$ cat src/rtl/shifter_pkg.sv
// Shared constants for the registered right-shift stage.
// Opcodes and shifter mode encodings used by the datapath and its bench.
package shifter_pkg;

    localparam int DATA_WIDTH  = 8;
    localparam int SHAMT_WIDTH = 2;

    localparam logic [2:0] OP_NOP  = 3'b000;
    localparam logic [2:0] OP_LOAD = 3'b001;
    localparam logic [2:0] OP_LSR  = 3'b010;
    localparam logic [2:0] OP_ASR  = 3'b011;
    localparam logic [2:0] OP_ROR  = 3'b100;

    typedef enum logic [1:0] {
        MODE_LSR = 2'b00,
        MODE_ASR = 2'b01,
        MODE_ROR = 2'b10
    } shift_mode_e;

endpackage

$ cat src/rtl/shifter_r8_if.sv
// Command/result bundle for the right-shift stage.
// The master issues ops; the slave returns registered data and flags.
interface shifter_r8_if;
    import shifter_pkg::*;

    logic [2:0]             op;
    logic [SHAMT_WIDTH-1:0] shamt;
    logic [DATA_WIDTH-1:0]  d_in;
    logic [DATA_WIDTH-1:0]  d_out;
    logic                   done;
    logic                   zero;
    logic                   carry;

    modport master (
        output op, shamt, d_in,
        input  d_out, done, zero, carry
    );

    modport slave (
        input  op, shamt, d_in,
        output d_out, done, zero, carry
    );

endinterface

$ cat src/rtl/shifter_r8_rsh8.sv
// Combinational 8-bit right shifter built from one 4:1 mux per bit.
// Fill bits above bit 7 are zero, sign copies, or wrapped low bits.
module mx4 (
    input  logic [3:0] a,
    input  logic [1:0] sel,
    output logic       y
);
    assign y = a[sel];
endmodule

module rsh8 (
    input  logic [7:0] d_in,
    input  logic [1:0] shamt,
    input  logic [1:0] mode,
    output logic [7:0] d_out,
    output logic       cout
);
    logic [2:0]  fill;
    logic [10:0] ext;

    always_comb begin
        fill = 3'b000;
        case (mode)
            2'b01:   fill = {3{d_in[7]}};
            2'b10:   fill = d_in[2:0];
            default: fill = 3'b000;
        endcase
    end

    assign ext = {fill, d_in};

    for (genvar i = 0; i < 8; i++) begin : g_bit
        mx4 u_mx (
            .a   (ext[i+3:i]),
            .sel (shamt),
            .y   (d_out[i])
        );
    end

    // Carry is the last bit to leave bit 0; none for a zero shift.
    mx4 u_cout (
        .a   ({d_in[2:0], 1'b0}),
        .sel (shamt),
        .y   (cout)
    );
endmodule

$ cat src/rtl/shifter_r8.sv
// Registered 8-bit right-shift stage: load, LSR, ASR, ROR by 0-3.
// Data and flags update together; done pulses once per executed op.
module shifter_r8
    import shifter_pkg::*;
#(
    parameter int WIDTH = DATA_WIDTH,
    parameter int SHW   = SHAMT_WIDTH
) (
    input  logic         clk,
    input  logic         reset_n,
    shifter_r8_if.slave  bus
);
    logic [WIDTH-1:0] d_q;
    logic [WIDTH-1:0] sh_d;
    logic [WIDTH-1:0] nxt_d;
    logic [SHW-1:0]   amt;
    logic             sh_c;
    logic             nxt_c;
    logic             exec;
    logic             load;
    shift_mode_e      mode;
    logic             done_q;
    logic             zero_q;
    logic             carry_q;

    assign amt = bus.shamt;

    always_comb begin
        exec = 1'b0;
        load = 1'b0;
        mode = MODE_LSR;
        unique case (bus.op)
            OP_LOAD: begin
                exec = 1'b1;
                load = 1'b1;
            end
            OP_LSR: exec = 1'b1;
            OP_ASR: begin
                exec = 1'b1;
                mode = MODE_ASR;
            end
            OP_ROR: begin
                exec = 1'b1;
                mode = MODE_ROR;
            end
            default: exec = 1'b0;
        endcase
    end

    rsh8 u_rsh8 (
        .d_in  (d_q),
        .shamt (amt),
        .mode  (mode),
        .d_out (sh_d),
        .cout  (sh_c)
    );

    assign nxt_d = load ? bus.d_in : sh_d;
    assign nxt_c = load ? 1'b0 : sh_c;

    always_ff @(posedge clk) begin
        if (!reset_n) begin
            d_q     <= '0;
            done_q  <= 1'b0;
            carry_q <= 1'b0;
            zero_q  <= 1'b1;
        end else begin
            done_q <= exec;
            if (exec) begin
                d_q     <= nxt_d;
                carry_q <= nxt_c;
                zero_q  <= (nxt_d == '0);
            end
        end
    end

    assign bus.d_out = d_q;
    assign bus.done  = done_q;
    assign bus.zero  = zero_q;
    assign bus.carry = carry_q;

endmodule

$ cat src/flat_wrapper.sv
// flat-port wrapper written by rule: the top's interface ports become plain ports
module shifter_r8_flat import shifter_pkg::*;
#(
    parameter int WIDTH = DATA_WIDTH,
    parameter int SHW   = SHAMT_WIDTH
)
  (clk, reset_n, bus_op, bus_shamt, bus_d_in, bus_d_out, bus_done, bus_zero, bus_carry);
  shifter_r8_if bus_i ();
  input  logic clk;
  input  logic reset_n;
  input wire logic [$bits(bus_i.op)-1:0] bus_op;
  input wire logic [$bits(bus_i.shamt)-1:0] bus_shamt;
  input wire logic [$bits(bus_i.d_in)-1:0] bus_d_in;
  output wire logic [$bits(bus_i.d_out)-1:0] bus_d_out;
  output wire logic [$bits(bus_i.done)-1:0] bus_done;
  output wire logic [$bits(bus_i.zero)-1:0] bus_zero;
  output wire logic [$bits(bus_i.carry)-1:0] bus_carry;
  assign bus_i.op = bus_op;
  assign bus_i.shamt = bus_shamt;
  assign bus_i.d_in = bus_d_in;
  assign bus_d_out = bus_i.d_out;
  assign bus_done = bus_i.done;
  assign bus_zero = bus_i.zero;
  assign bus_carry = bus_i.carry;
  shifter_r8 #(.WIDTH(WIDTH), .SHW(SHW)) u_core (.clk(clk), .reset_n(reset_n), .bus(bus_i));
endmodule
$ cat config.mk
export PLATFORM = sky130hd
export DESIGN_NAME = shifter_r8_flat
export DESIGN_NICKNAME = d
export VERILOG_FILES = /design/src/rtl/shifter_pkg.sv /design/src/rtl/shifter_r8_if.sv /design/src/rtl/shifter_r8_rsh8.sv /design/src/rtl/shifter_r8.sv /design/src/flat_wrapper.sv
export SDC_FILE = /design/constraint.sdc
export NUM_CORES = 1
export LEC_CHECK = 0
export ABC_CLOCK_PERIOD_IN_PS = 2000
export BUFFER_PORTS_ARGS = -buffer_cell sky130_fd_sc_hd__buf_2
export CAP_MARGIN = 20
export CORE_MARGIN = 4
export CORE_UTILIZATION = 39
export DETAILED_ROUTE_END_ITERATION = 6
export PLACE_DENSITY = 0.72
export SLEW_MARGIN = 20
export SYNTH_ARGS = -nofsm -noshare
export SYNTH_HDL_FRONTEND = slang
export SYNTH_SLANG_ARGS = --single-unit
export TNS_END_PERCENT = 100
$ cat constraint.sdc
create_clock -name clk -period 2 [get_ports clk]
set_input_delay 0.1 -clock clk [delete_from_list [all_inputs] [get_ports clk]]
set_output_delay 0.1 -clock clk [all_outputs]
set_load 0.01 [all_outputs]
==> impl_metrics.ini <==
[status]
status = complete, no violations

[layout]
layout_commonest_cell = buf_2
layout-drive-gt1-share_pct = 38.10
layout_common_cells = buf_2, dfxtp_1, nor2_1, a211oi_1, mux2i_1
fin_area_um2 = 967.2
synthToLayoutAreaGrowth_pct = 17.84
nNetsFinal = 121
stdcell_count = 132
n_antenna_cell = 0
fillers = 194

[detailed_routing]
wl_per_cell_um = 14.50
dr.pass1.iters = 4
ant_nets = 0
drt-total-wl_um = 1914
drt_iter0_markers = 24
viasPerCell = 5.379
num_vias = 710
drcViolationCount = 0

[clock_tree]
numClockSinks = 11
cts_setup_buffers = 0
cts_made_buffers = 3
clk_pin_slew_worst_paths_ns = 0.08
clock_latency_ns = 0.28
h-tree-depth = 1
ctsResizeCount = 0
clock_path_buffers = 2
cts_tree = done
root_buffer = clkbuf_4
hold_buffers = 0

[floorplan]
die_h_um = 53.88
die_w_um = 53.88
fp-row-count = 16
core_region_area_um2 = 1982
die_area_um2 = 2903
io_pins = 26
start_util_pct = 41.41

[setup_path]
worst_path_max_delay_cell = mux4_2
critical_path.max_fanout = 7
critical_path.max_stage_delay_ns = 0.47
crit_chain = mux4_2 > mux2i_1 > nand4_1 > nor3_2 > a31o_1
worst_setup_path_end_kind = flip-flop
critPathKind = flip-flop to flip-flop
arrival_ns = 1.86
cp-start-kind = flip-flop
cp.required_ns = 2.23

[yosys]
synth.distinct_cells = 28
ys_warn_count = 0
synth_top_area_share_pct = 26.83
synth_top_cell_by_area = dfxtp_1
yosys-top-cells-area = dfxtp_1, mux4_2, mux2i_1
yosysSeqAreaShare_pct = 26.83
syn_area_per_cell_um2 = 10.26
syn_area_um2 = 820.8
synth.net_count = 95
synth_cells = 80
ys_ff_latch = 11

[global_route]
grt_max_degree = 20
grtUsageTotal_pct = 14.39
grt_pass1_wl_um = 2980
antenna_found_initial = 0
first_global_vias = 627
overflow = 0

[timing]
fin_tns_setup_ns = 0
fin_crit_sh_pct = 81.70
slew_headroom_pct = 64.26
period_needed_ns = 1.634
finalMaxSlewViolations = 0
final-hold-violation-count = 0
setup_viol = 0
fin_skew_ns = 0.008815
rsz0062_at_grt = false
tightestPinTransition_ns = 0.5361
fmax_mhz = 612.0

[place]
globalplace.congestion = 0.8404
place_area_um2 = 940.9
dpl.hpwl_um = 1416
dp.cells = 128
numPortBuffers = 25

[power]
power.density_nw_per_um2 = 643.4
p_leak_uw = 0.0004227
ir_worst_vdd_uv = 329.0

[run]
max_cap_viol_count = 0

[worst_hold_path]
hold_class = input pin to flip-flop
## cells by family (layout without fill, tap and decap cells)
kind of cell / count (synthesis) / in the layout / synth area share [%]
buffers and inverters: 9 / 34 / 7.467
DFF: 11 / 11 / 26.83
AOI/OAI and AO/OA: 20 / 20 / 17.84
xor gates and xnor gates: 1 / 1 / 3.354
muxes: 16 / 16 / 27.59
and+or+nand+nor: 23 / 23 / 16.92
## stage by stage
stage / utilization, % / worst slack (ns) / hold WS [ns] / total power, µW
final: 48.80 / 0.3660 / 0.07163 / 622.3
after global routing: 48.80 / 0.2805 / 0.08926 / 653.4
after CTS: 48.80 / 0.3773 / 0.07276 / 621.5
after detailed placement: 47.47 / 0.3042 / 0.3545 / 466.4
after global placement: 47.47 / 0.3291 / 0.3476 / 463.4
after floorplan: - / 0.5329 / 0.2217 / 407.3
## Yosys cell counts, drive strengths merged
library cell / instances
clkbuf: 1
o21ai: 2
and2b: 3
dfxtp: 11
nand3b: 1
a221oi: 2
mux2: 3
and2: 1
nand2: 2
a211oi: 10
a31o: 1
nor2: 10
and4b: 1
nor3b: 2
a21oi: 4
nor3: 1
mux4: 5
nand4: 1
nand2b: 1
a311oi: 1
mux2i: 8
inv: 4
buf: 4
xnor2: 1
## area by class of cell
class                           count  area (µm²)  share of cell area [%]
Tap cell                           27       33.78                   3.493
Multi-Input combinational cell     60       539.3                   55.76
Inverter                            4       15.01                   1.552
Timing Repair Buffer               26       132.6                   13.71
Clock buffer                        4       26.28                   2.717
Sequential cell                    11       220.2                   22.77
## worst max-delay path, delay by kind of cell, from the launching register on
kind | cells | cell delay [ns]
compound gates | 1 | 0.16
flops | 1 | 0.38
mux | 2 | 0.70
simple gates | 2 | 0.36
## report_power, final
| part | internal (µW) | switching [µW] |
|---|---|---|
| sequential | 241 | 28.1 |
| clock | 77.3 | 81.8 |
| combinational | 95.8 | 98.5 |
| total | 414 | 208 |
## routing by layer
metal	wire [µm]	vias up	track usage, %	share of wire [%]
li1	-	353	-	-
met1	929	330	21.02	49
met2	848	23	20.36	44
met3	119	4	3.324	6.2
met4	17	0	5.106	0.89
met5	0	-	0	0
## worst paths after layout
| kind | startpoint | endpoint | slack (ns) | cells after the start |
|---|---|---|---|---|
| worst max-delay path | u_core.bus.d_out[2] | u_core.bus.zero | 0.37 | 5 |
| worst min-delay path | reset_n | u_core.bus.done | 0.07 | 2 |
| worst max register to register | u_core.bus.d_out[2] | u_core.bus.zero | 0.37 | 5 |
| worst min register to register | u_core.bus.carry | u_core.bus.carry | 0.50 | 2 |
## registers in the layout (all words and copies together) (netlist names)
signal	cells
u_core.bus.zero	1
u_core.bus.d_out	8
u_core.bus.done	1
u_core.bus.carry	1
(Power assumes the default switching activity.)
